--- config.mk ---
export PLATFORM = sky130hd
export DESIGN_NAME = inport_in_interface_position_counter
export DESIGN_NICKNAME = d
export VERILOG_FILES = /design/src/rtl/inport_if_pkg.sv /design/src/rtl/inport_in_interface_pos_cnt_slice.sv /design/src/rtl/inport_in_interface_position_counter.sv
export SDC_FILE = /design/constraint.sdc
export NUM_CORES = 1
export LEC_CHECK = 0
export BUFFER_PORTS_ARGS = -buffer_cell sky130_fd_sc_hd__buf_2
export CORE_ASPECT_RATIO = 1.1
export CORE_MARGIN = 2
export CORE_UTILIZATION = 51
export CTS_CLUSTER_DIAMETER = 30
export DETAILED_ROUTE_END_ITERATION = 8
export PLACE_DENSITY_LB_ADDON = 0.08
export SYNTH_ARGS = -nofsm -noshare
export SYNTH_HDL_FRONTEND = slang
export SYNTH_SLANG_ARGS = --single-unit
--- constraint.sdc ---
create_clock -name clk -period 1.7 [get_ports clk]
set_clock_uncertainty 0.1 [all_clocks]
set_input_delay 0.34 -clock clk [delete_from_list [all_inputs] [get_ports clk]]
set_output_delay 0.34 -clock clk [all_outputs]
set_load 0.01 [all_outputs]
--- src/rtl/inport_if_pkg.sv ---
// inport_if_pkg: shared width helper and command priority encoding for the inport position counters
package inport_if_pkg;
  typedef enum logic [2:0] {CMD_HOLD, CMD_CLR, CMD_END, CMD_FIRST, CMD_INC, CMD_DEC} cmd_e;
  function automatic int bits_for(input int v);
    bits_for = 31;
    for (int i = 30; i >= 0; i--) if ((1 << i) > v) bits_for = i;
  endfunction
  function automatic bit widths_ok(input int flit_size, cnt_w, num_vc, vc_w);
    return num_vc >= 1 && flit_size >= 0 && cnt_w >= bits_for(flit_size) && vc_w >= 1 && vc_w >= bits_for(num_vc - 1);
  endfunction
  function automatic cmd_e cmd_sel(input logic clr, ld_end, ld_first, inc, dec);
    return clr ? CMD_CLR : ld_end ? CMD_END : ld_first ? CMD_FIRST : (inc && !dec) ? CMD_INC : (dec && !inc) ? CMD_DEC : CMD_HOLD;
  endfunction
endpackage

--- src/rtl/inport_in_interface_pos_cnt_slice.sv ---
// inport_in_interface_pos_cnt_slice: one channel position counter with priority, wrap/saturate and over/underflow detect
// Optional INPORT_POS_CNT_ERR_FLAG_EN adds the ovf output.
module inport_in_interface_pos_cnt_slice
  import inport_if_pkg::*;
#(
  parameter int flit_size = 8,
  parameter int CNT_W     = 4,
  parameter int wrap_en   = 0
) (
  input  logic             clk,
  input  logic             rst_n,
  input  logic             sel,
  input  logic             clr,
  input  logic             ld_end,
  input  logic             ld_first,
  input  logic             inc,
  input  logic             dec,
  output logic [CNT_W-1:0] cnt
`ifdef INPORT_POS_CNT_ERR_FLAG_EN
  ,output logic            ovf
`endif
);
  localparam logic [CNT_W-1:0] FS = CNT_W'(flit_size);
  cmd_e cmd;
  logic at_end, at_first;
  logic [CNT_W-1:0] cnt_q, cnt_d;
  assign cmd      = cmd_sel(clr, sel & ld_end, sel & ld_first, sel & inc, sel & dec);
  assign at_end   = cnt_q == FS;
  assign at_first = cnt_q == '0;
  assign cnt      = cnt_q;
`ifdef INPORT_POS_CNT_ERR_FLAG_EN
  assign ovf = (cmd == CMD_INC && at_end) || (cmd == CMD_DEC && at_first);
`endif
  // next count: loads first, then step with wrap or saturate at the ends
  always_comb
    cnt_d = (cmd == CMD_CLR || cmd == CMD_FIRST) ? '0 :
            cmd == CMD_END ? FS :
            cmd == CMD_INC ? (at_end ? (wrap_en != 0 ? '0 : FS) : cnt_q + 1'b1) :
            cmd == CMD_DEC ? (at_first ? (wrap_en != 0 ? FS : '0) : cnt_q - 1'b1) :
            cnt_q;
  // position register, cleared asynchronously
  always_ff @(posedge clk or negedge rst_n)
    if (!rst_n) cnt_q <= '0;
    else cnt_q <= cnt_d;
endmodule

--- src/rtl/inport_in_interface_position_counter.sv ---
// inport_in_interface_position_counter: per-VC phit-position counters with vc_sel decode and combinational read mux
// Optional INPORT_POS_CNT_ERR_FLAG_EN adds a sticky err_flag on over/underflow.
module inport_in_interface_position_counter
  import inport_if_pkg::*;
#(
  parameter int flit_size                   = 8,
  parameter int floorplusone_log2_flit_size = 4,
  parameter int num_vc                      = 4,
  parameter int log2_num_vc                 = 2,
  parameter int wrap_en                     = 0
) (
  input  logic                                           clk,
  input  logic                                           rst_n,
  input  logic [log2_num_vc-1:0]                         vc_sel,
  input  logic                                           inc,
  input  logic                                           dec,
  input  logic                                           rs_to_end,
  input  logic                                           rs_to_first,
  input  logic                                           clr_all,
  output logic [floorplusone_log2_flit_size-1:0]         out,
  output logic                                           at_end,
  output logic                                           at_first,
  output logic [num_vc*floorplusone_log2_flit_size-1:0]  out_all
`ifdef INPORT_POS_CNT_ERR_FLAG_EN
  ,output logic                                          err_flag
`endif
);
  localparam int CNT_W = floorplusone_log2_flit_size;
  localparam int VC_W  = log2_num_vc;
  localparam logic [CNT_W-1:0] FS = CNT_W'(flit_size);
  logic [num_vc-1:0] sel;
  logic [CNT_W-1:0] cnt [num_vc];
  logic vld;
`ifdef INPORT_POS_CNT_ERR_FLAG_EN
  logic [num_vc-1:0] ovf;
  logic err_q, err_d;
`endif
  if (!widths_ok(flit_size, CNT_W, num_vc, VC_W)) begin : g_bad_widths
    $error("inport_in_interface_position_counter: counter or vc_sel width too small");
  end
  for (genvar i = 0; i < num_vc; i++) begin : g_vc
    assign sel[i] = vc_sel == VC_W'(i);
    assign out_all[i*CNT_W +: CNT_W] = cnt[i];
    inport_in_interface_pos_cnt_slice #(.flit_size(flit_size), .CNT_W(CNT_W), .wrap_en(wrap_en)) u_slice (
      .clk(clk), .rst_n(rst_n), .sel(sel[i]), .clr(clr_all), .ld_end(rs_to_end),
      .ld_first(rs_to_first), .inc(inc), .dec(dec), .cnt(cnt[i])
`ifdef INPORT_POS_CNT_ERR_FLAG_EN
      , .ovf(ovf[i])
`endif
    );
  end
  // read mux: out-of-range vc_sel reads 0 with both flags low
  always_comb begin
    out = '0;
    vld = 1'b0;
    for (int i = 0; i < num_vc; i++) if (sel[i]) begin
      out = cnt[i];
      vld = 1'b1;
    end
  end
  assign at_end   = vld && out == FS;
  assign at_first = vld && out == '0;
`ifdef INPORT_POS_CNT_ERR_FLAG_EN
  // sticky error; clr_all wins over a same-cycle set
  always_comb err_d = clr_all ? 1'b0 : err_q | (|ovf);
  // error register, cleared asynchronously
  always_ff @(posedge clk or negedge rst_n)
    if (!rst_n) err_q <= 1'b0;
    else err_q <= err_d;
  assign err_flag = err_q;
`endif
endmodule

# == Word-level counts from Yosys, hierarchy flattened ==
# Index checks and enable logic that the tools add are counted.
# op_classes
addsub,8
eq_ne,28
mux,52
bitwise_logic,16
n_reduce_logical,32
# op_table
op,n
$mux W4,28
$mux W3,20
$eq A3 B2 Y1 const B,8
$eq A3 B3 Y1 const B,8
$eq A4 B4 Y1 const B,5
$logic_not A4 Y1,5
$add A4 B1 Y4 const B,4
$and A1 B1 Y1,16
$reduce_bool A4 Y1,4
$sub A4 B1 Y4 const B,4
$eq A3 B1 Y1 const B,4
$logic_and A1 B1 Y1,10
$logic_not A1 Y1,8
$eq A2 B2 Y1 const B,2
$logic_or A1 B1 Y1,4
$mux W1,4
$eq A2 B1 Y1 const B,1
$logic_not A2 Y1,1
# word_totals
ff_bits,16
input_bits,9
out_inout_bits,22
elab_cells,140

# == Logic depth before layout (Yosys ltp) ==
# depth
depth_word,14
depth_mapped,10
mapped_depth_nobuf,8

# == By module ==
# From an unflattened synthesis, not the netlist that was laid out.
# hier_totals
hier_cells,191
hier_area_um2,1716.6
# by_module_without_submodules
module,n_inst,cells_each,area_per_inst_um2,seq_area_each_um2
inport_in_interface_pos_cnt_slice (g_vc[0].u_slice ...),3,45,391.6,100.1
inport_in_interface_pos_cnt_slice (g_vc[1].u_slice),1,45,385.4,100.1
inport_in_interface_position_counter,1,11,156.4,0.0

# == Least setup slack after synthesis ==
# Ideal clock, no wire load.
# synth_path
path_type,input-to-reg
start,in vc_sel[0]
end,reg g_vc[1].u_slice.cnt_q[3]
setup_ps,130
t_arrival_ps,2029
t_required_ps,1470
slack_ps,-560
cell_stages,10
path_buffers,2
cell_sequence,buf_2 nor2b_1 and2_1 ha_1 clkbuf_1 nor4b_1 o31ai_1 o2bb2ai_1 a22oi_1 nor2_1
# synth_between
elab_chain_len,13
word_cells_on_any_way,24
classes_between,eq/ne: 6; mux: 8; bitwise: 4; reduce/logical: 6
# synth_rtl
item,line_no,text
from (decl),inport_in_interface_position_counter.sv:14,"input logic [log2_num_vc-1:0] vc_sel,"
$eq A2 B1 Y1 (*),inport_in_interface_position_counter.sv:42,assign sel[i] = vc_sel == VC_W'(i);
$and A1 B1 Y1,inport_in_interface_pos_cnt_slice.sv:27,"assign cmd = cmd_sel(clr, sel & ld_end, sel & ld_first, sel & inc, sel & dec);"
$logic_not A1 Y1,inport_if_pkg.sv:12,return clr ? CMD_CLR : ld_end ? CMD_END : ld_first ? CMD_FIRST : (inc && !dec) ? CMD_INC : (dec && !inc) ? CMD ...
$logic_and A1 B1 Y1,inport_if_pkg.sv:12,
$mux W3 (3 in series),inport_if_pkg.sv:12,
$mux W3 (*) (2 in series),inport_if_pkg.sv:12,
$eq A3 B3 Y1,inport_in_interface_pos_cnt_slice.sv:38,cmd == CMD_INC ? (at_end ? (wrap_en != 0 ? '0 : FS) : cnt_q + 1'b1) :
$mux W4,inport_in_interface_pos_cnt_slice.sv:38,
$mux W4,inport_in_interface_pos_cnt_slice.sv:37,cmd == CMD_END ? FS :
$mux W4,inport_in_interface_pos_cnt_slice.sv:36,cnt_d = (cmd == CMD_CLR || cmd == CMD_FIRST) ? '0 :
to (signal assigned),inport_in_interface_pos_cnt_slice.sv:44,else cnt_q <= cnt_d;
to (decl),inport_in_interface_pos_cnt_slice.sv:26,"logic [CNT_W-1:0] cnt_q, cnt_d;"
# Mark *: on every way between the ends. The rest lies on a longest branch, timed or not.
# A chain may end at the register's enable or synchronous reset.

# == Worst setup path after layout ==
# layout_path
start,reg g_vc[3].u_slice.cnt_q[2]
end,out at_end
# layout_between
elab_chain_len,3
# layout_rtl
item,line_no,text
from (decl),inport_in_interface_pos_cnt_slice.sv:26,
from (signal assigned),inport_in_interface_pos_cnt_slice.sv:44,
$mux W4,inport_in_interface_position_counter.sv:56,for (int i = 0; i < num_vc; i++) if (sel[i]) begin
$eq A4 B4 Y1,inport_in_interface_position_counter.sv:61,assign at_end = vld && out == FS;
$logic_and A1 B1 Y1,inport_in_interface_position_counter.sv:61,
to (decl),inport_in_interface_position_counter.sv:21,"output logic at_end,"
# Every way passes these cells.

==> reports/metrics.cfg <==
[outcome]
status = finished, violations left
violations = negative setup slack

[yosys]
syn_nets = 244
ys_seq_elements = 16
synth_fa_ha_area_share_pct = 8.493
synth_compound_area_share_pct = 23.43
synthCells = 223
synthMuxAreaShare_pct = 10.19
synthArstFlopShare_pct = 100.0
synth.avg_cell_area_um2 = 7.928
synth_cell_types = 50
synth_top_family_by_area = simple AND/OR/NAND/NOR gates
synthFlopType = dfrtp_1
synth_area_mm2 = 0.001768
synth-xor-area-share_pct = 0.9908
yosysSeqAreaShare_pct = 22.65
synth-simple-area-share_pct = 27.25
yosys_warnings = 0
synth_edf_count = 0

[clocking]
clk_latency_ns = 0.30
path_clk_slew_ns = 0.10
cts_tree = yes
cts_sinks = 16
cts_buffers = 3
cts-htree-levels = 1
clockBufferDepth = 2
cts-root-buf = clkbuf_4

[route]
detail-route-antenna-nets = 0
drt-vias-per-instance = 5.759
top_layer = met4
drtIter0Drc = 178
drc = 0
routed_wl_um = 5216
routedWlPerCell_um = 14.99
dr.pass1.iters = 4
met3_length_um = 217
wl_met1_um = 2256
met2WireLength_um = 2637
vias = 2004

[final_layout]
layout.area.seq_um2 = 400.4
drive_above_1_share_pct = 46.00
fin_nets = 323
nFillCells = 228
antenna_cells = 0
largest_reg_flops = 16
areaGrowthSynthToFinish_pct = 54.28
fin_util_pct = 81.89
multiInputGateArea_mm2 = 0.001514

[sta]
rsz0062_at_grt = yes
slew_headroom_pct = 74.20
period_minus_slack_ns = 2.140
finalWorstSetupSlack_ns = -0.4403
hold_violations = 0
whs_ns = 0.3097
period_share_pct = 125.9
max_clock_freq_mhz = 467.2
tightestPinTransition_ns = 0.3870
finalSetupViolations = 8
slew_violations = 0

[floorplanning]
initial_utilization_pct = 53.08
die_x_um = 60.14
ios = 31
die-height_um = 65.75
core_area_mm2 = 0.003331
fp.dieArea_mm2 = 0.003954
core.rowCount = 22

[worst_setup_path]
crit_path_max_incr_delay_ns = 0.56
crit_path_start_kind = register
path_class = reg2out
crit_fanout = 3
cp.required_ns = 1.26
arrival_ns = 1.70
endpoint_kind = output port
crit_buf_inv = 1
cpMaxStageDelayCell = mux4_2
cp_top_family = multiplexers
crit_chain = mux4_2 > nor4b_4 > buf_2

[power_and_ir_drop]
p_leak_uw = 0.001232
power-per-cell-area_mw_per_mm2 = 453.9
finalPower_uw = 1238
peakVddDrop_v = 0.0002121

[worst_hold_path]
min_path_type = in2reg

[grt]
grt_first_pass_wirelength_um = 8204
grt_pass1_vias = 1854
antenna_found_initial = 0
grt-ovfl-total = 0
grt_max_degree = 17
grt_usage_pct = 27.11

[placed_design]
io_buffers = 30
gp_congestion = 0.8475
dp_worst_setup_slack_ns = -0.4254
hpwl_um = 3710

[run]
cap_violations = 0

synthesized netlist by cell type, types with 4 or more instances:
| master | number | share of area, % |
|---|---|---|
| nor2_1 | 26 | 5.5 |
| dfrtp_1 | 16 | 23 |
| inv_1 | 14 | 3.0 |
| nand2_1 | 14 | 3.0 |
| a21oi_1 | 13 | 3.7 |
| ha_1 | 12 | 8.5 |
| clkbuf_1 | 11 | 2.3 |
| mux2i_1 | 9 | 5.1 |
| and2_1 | 7 | 2.5 |
| nand3_1 | 7 | 2.0 |
| o21a_1 | 7 | 3.0 |
| o21ai_0 | 7 | 2.0 |
| nand2b_1 | 5 | 1.8 |
| nand3b_1 | 5 | 2.1 |
| nor2b_1 | 5 | 1.8 |
| o31ai_1 | 5 | 2.1 |
| mux4_2 | 4 | 5.1 |
| nor3b_1 | 4 | 1.7 |
final cells by class:
type                       instances  area share, %
tap                               48          2.202
inverter                          14          2.110
sequential                        16          14.68
timing repair buffer              90          24.68
multi-input combinational        177          55.50
clock buffer                       3         0.8257
per-layer routing:
layer | track usage, % | vias to the layer above
met4 | 9.722 | 0
met2 | 46.06 | 60
met5 | 0 | -
met3 | 2.559 | 12
met1 | 35.10 | 960
li1 | - | 972
power breakdown:
| group | switching [uW] | total [uW] | internal (uW) |
|---|---|---|---|
| clock network | 129 | 212 | 82.6 |
| registers | 12.8 | 410 | 398 |
| logic | 298 | 616 | 317 |
worst min-delay path, cell delays in order:
cell,delay (ns)
buf_2,0.12
buf_4,0.17
nor2_1,0.06
final timing paths:
check	startpoint	slack [ns]	end	cells past startpoint
worst min register to register	g_vc[0].u_slice.cnt[3]	0.61	g_vc[0].u_slice.cnt[3]	3
worst min-delay path	clr_all	0.31	g_vc[1].u_slice.cnt[3]	3
min in group asynchronous	rst_n	0.39	g_vc[3].u_slice.cnt[1]	2
worst max-delay path	g_vc[3].u_slice.cnt[2]	-0.44	at_end	3
worst max register to register	g_vc[2].u_slice.cnt[0]	-0.01	g_vc[2].u_slice.cnt[3]	7
max in group asynchronous	rst_n	0.82	g_vc[0].u_slice.cnt[0]	2
kinds of logic (layout without fill, tap and decap cells):
logic type | count (synthesis) | after routing
AO/OA/AOI/OAI | 59 | 59
adder cells (fa/ha/maj) | 12 | 12
buffers and inverters | 30 | 107
flip-flops | 16 | 16
AND/OR/NAND/NOR | 91 | 91
XOR/XNOR | 2 | 2
multiplexers | 13 | 13
what timing repair did:
item | in CTS | in global routing
endpoints found under the hold margin | 16 | 0
pin swaps | 3 | 13
buffers inserted | 6 | 10
resized for setup | 13 | 37
setup endpoints to repair | 18 | 18
hold buffers | 1 | 0
placed cells by master (no fill, tap or decap), types with 3 or more instances in the layout:
master,count
a21o_1,3
a21oi_1,13
and2_1,4
and2_4,3
buf_2,25
buf_4,52
buf_6,10
clkbuf_4,3
dfrtp_1,16
ha_1,3
ha_4,8
inv_1,10
mux2i_1,9
mux4_2,4
nand2_1,13
nand2b_1,3
nand3_1,7
nand3b_1,5
nor2_1,24
nor3b_1,3
o21a_1,6
o21ai_0,6
o31ai_1,5
stage by stage:
step | instance area [um2] | cells | setup TNS (ns)
6_report | 2728 | 348 | -1.807
5_1_grt | 2728 | 348 | -2.199
4_1_cts | 2531 | 343 | -1.584
3_5_place_dp | 2414 | 335 | -6.847
3_3_place_gp | 2414 | 335 | -6.265
2_1_floorplan | 1969 | 223 | -1.899
No activity file was read; power rests on OpenSTA's default activity.
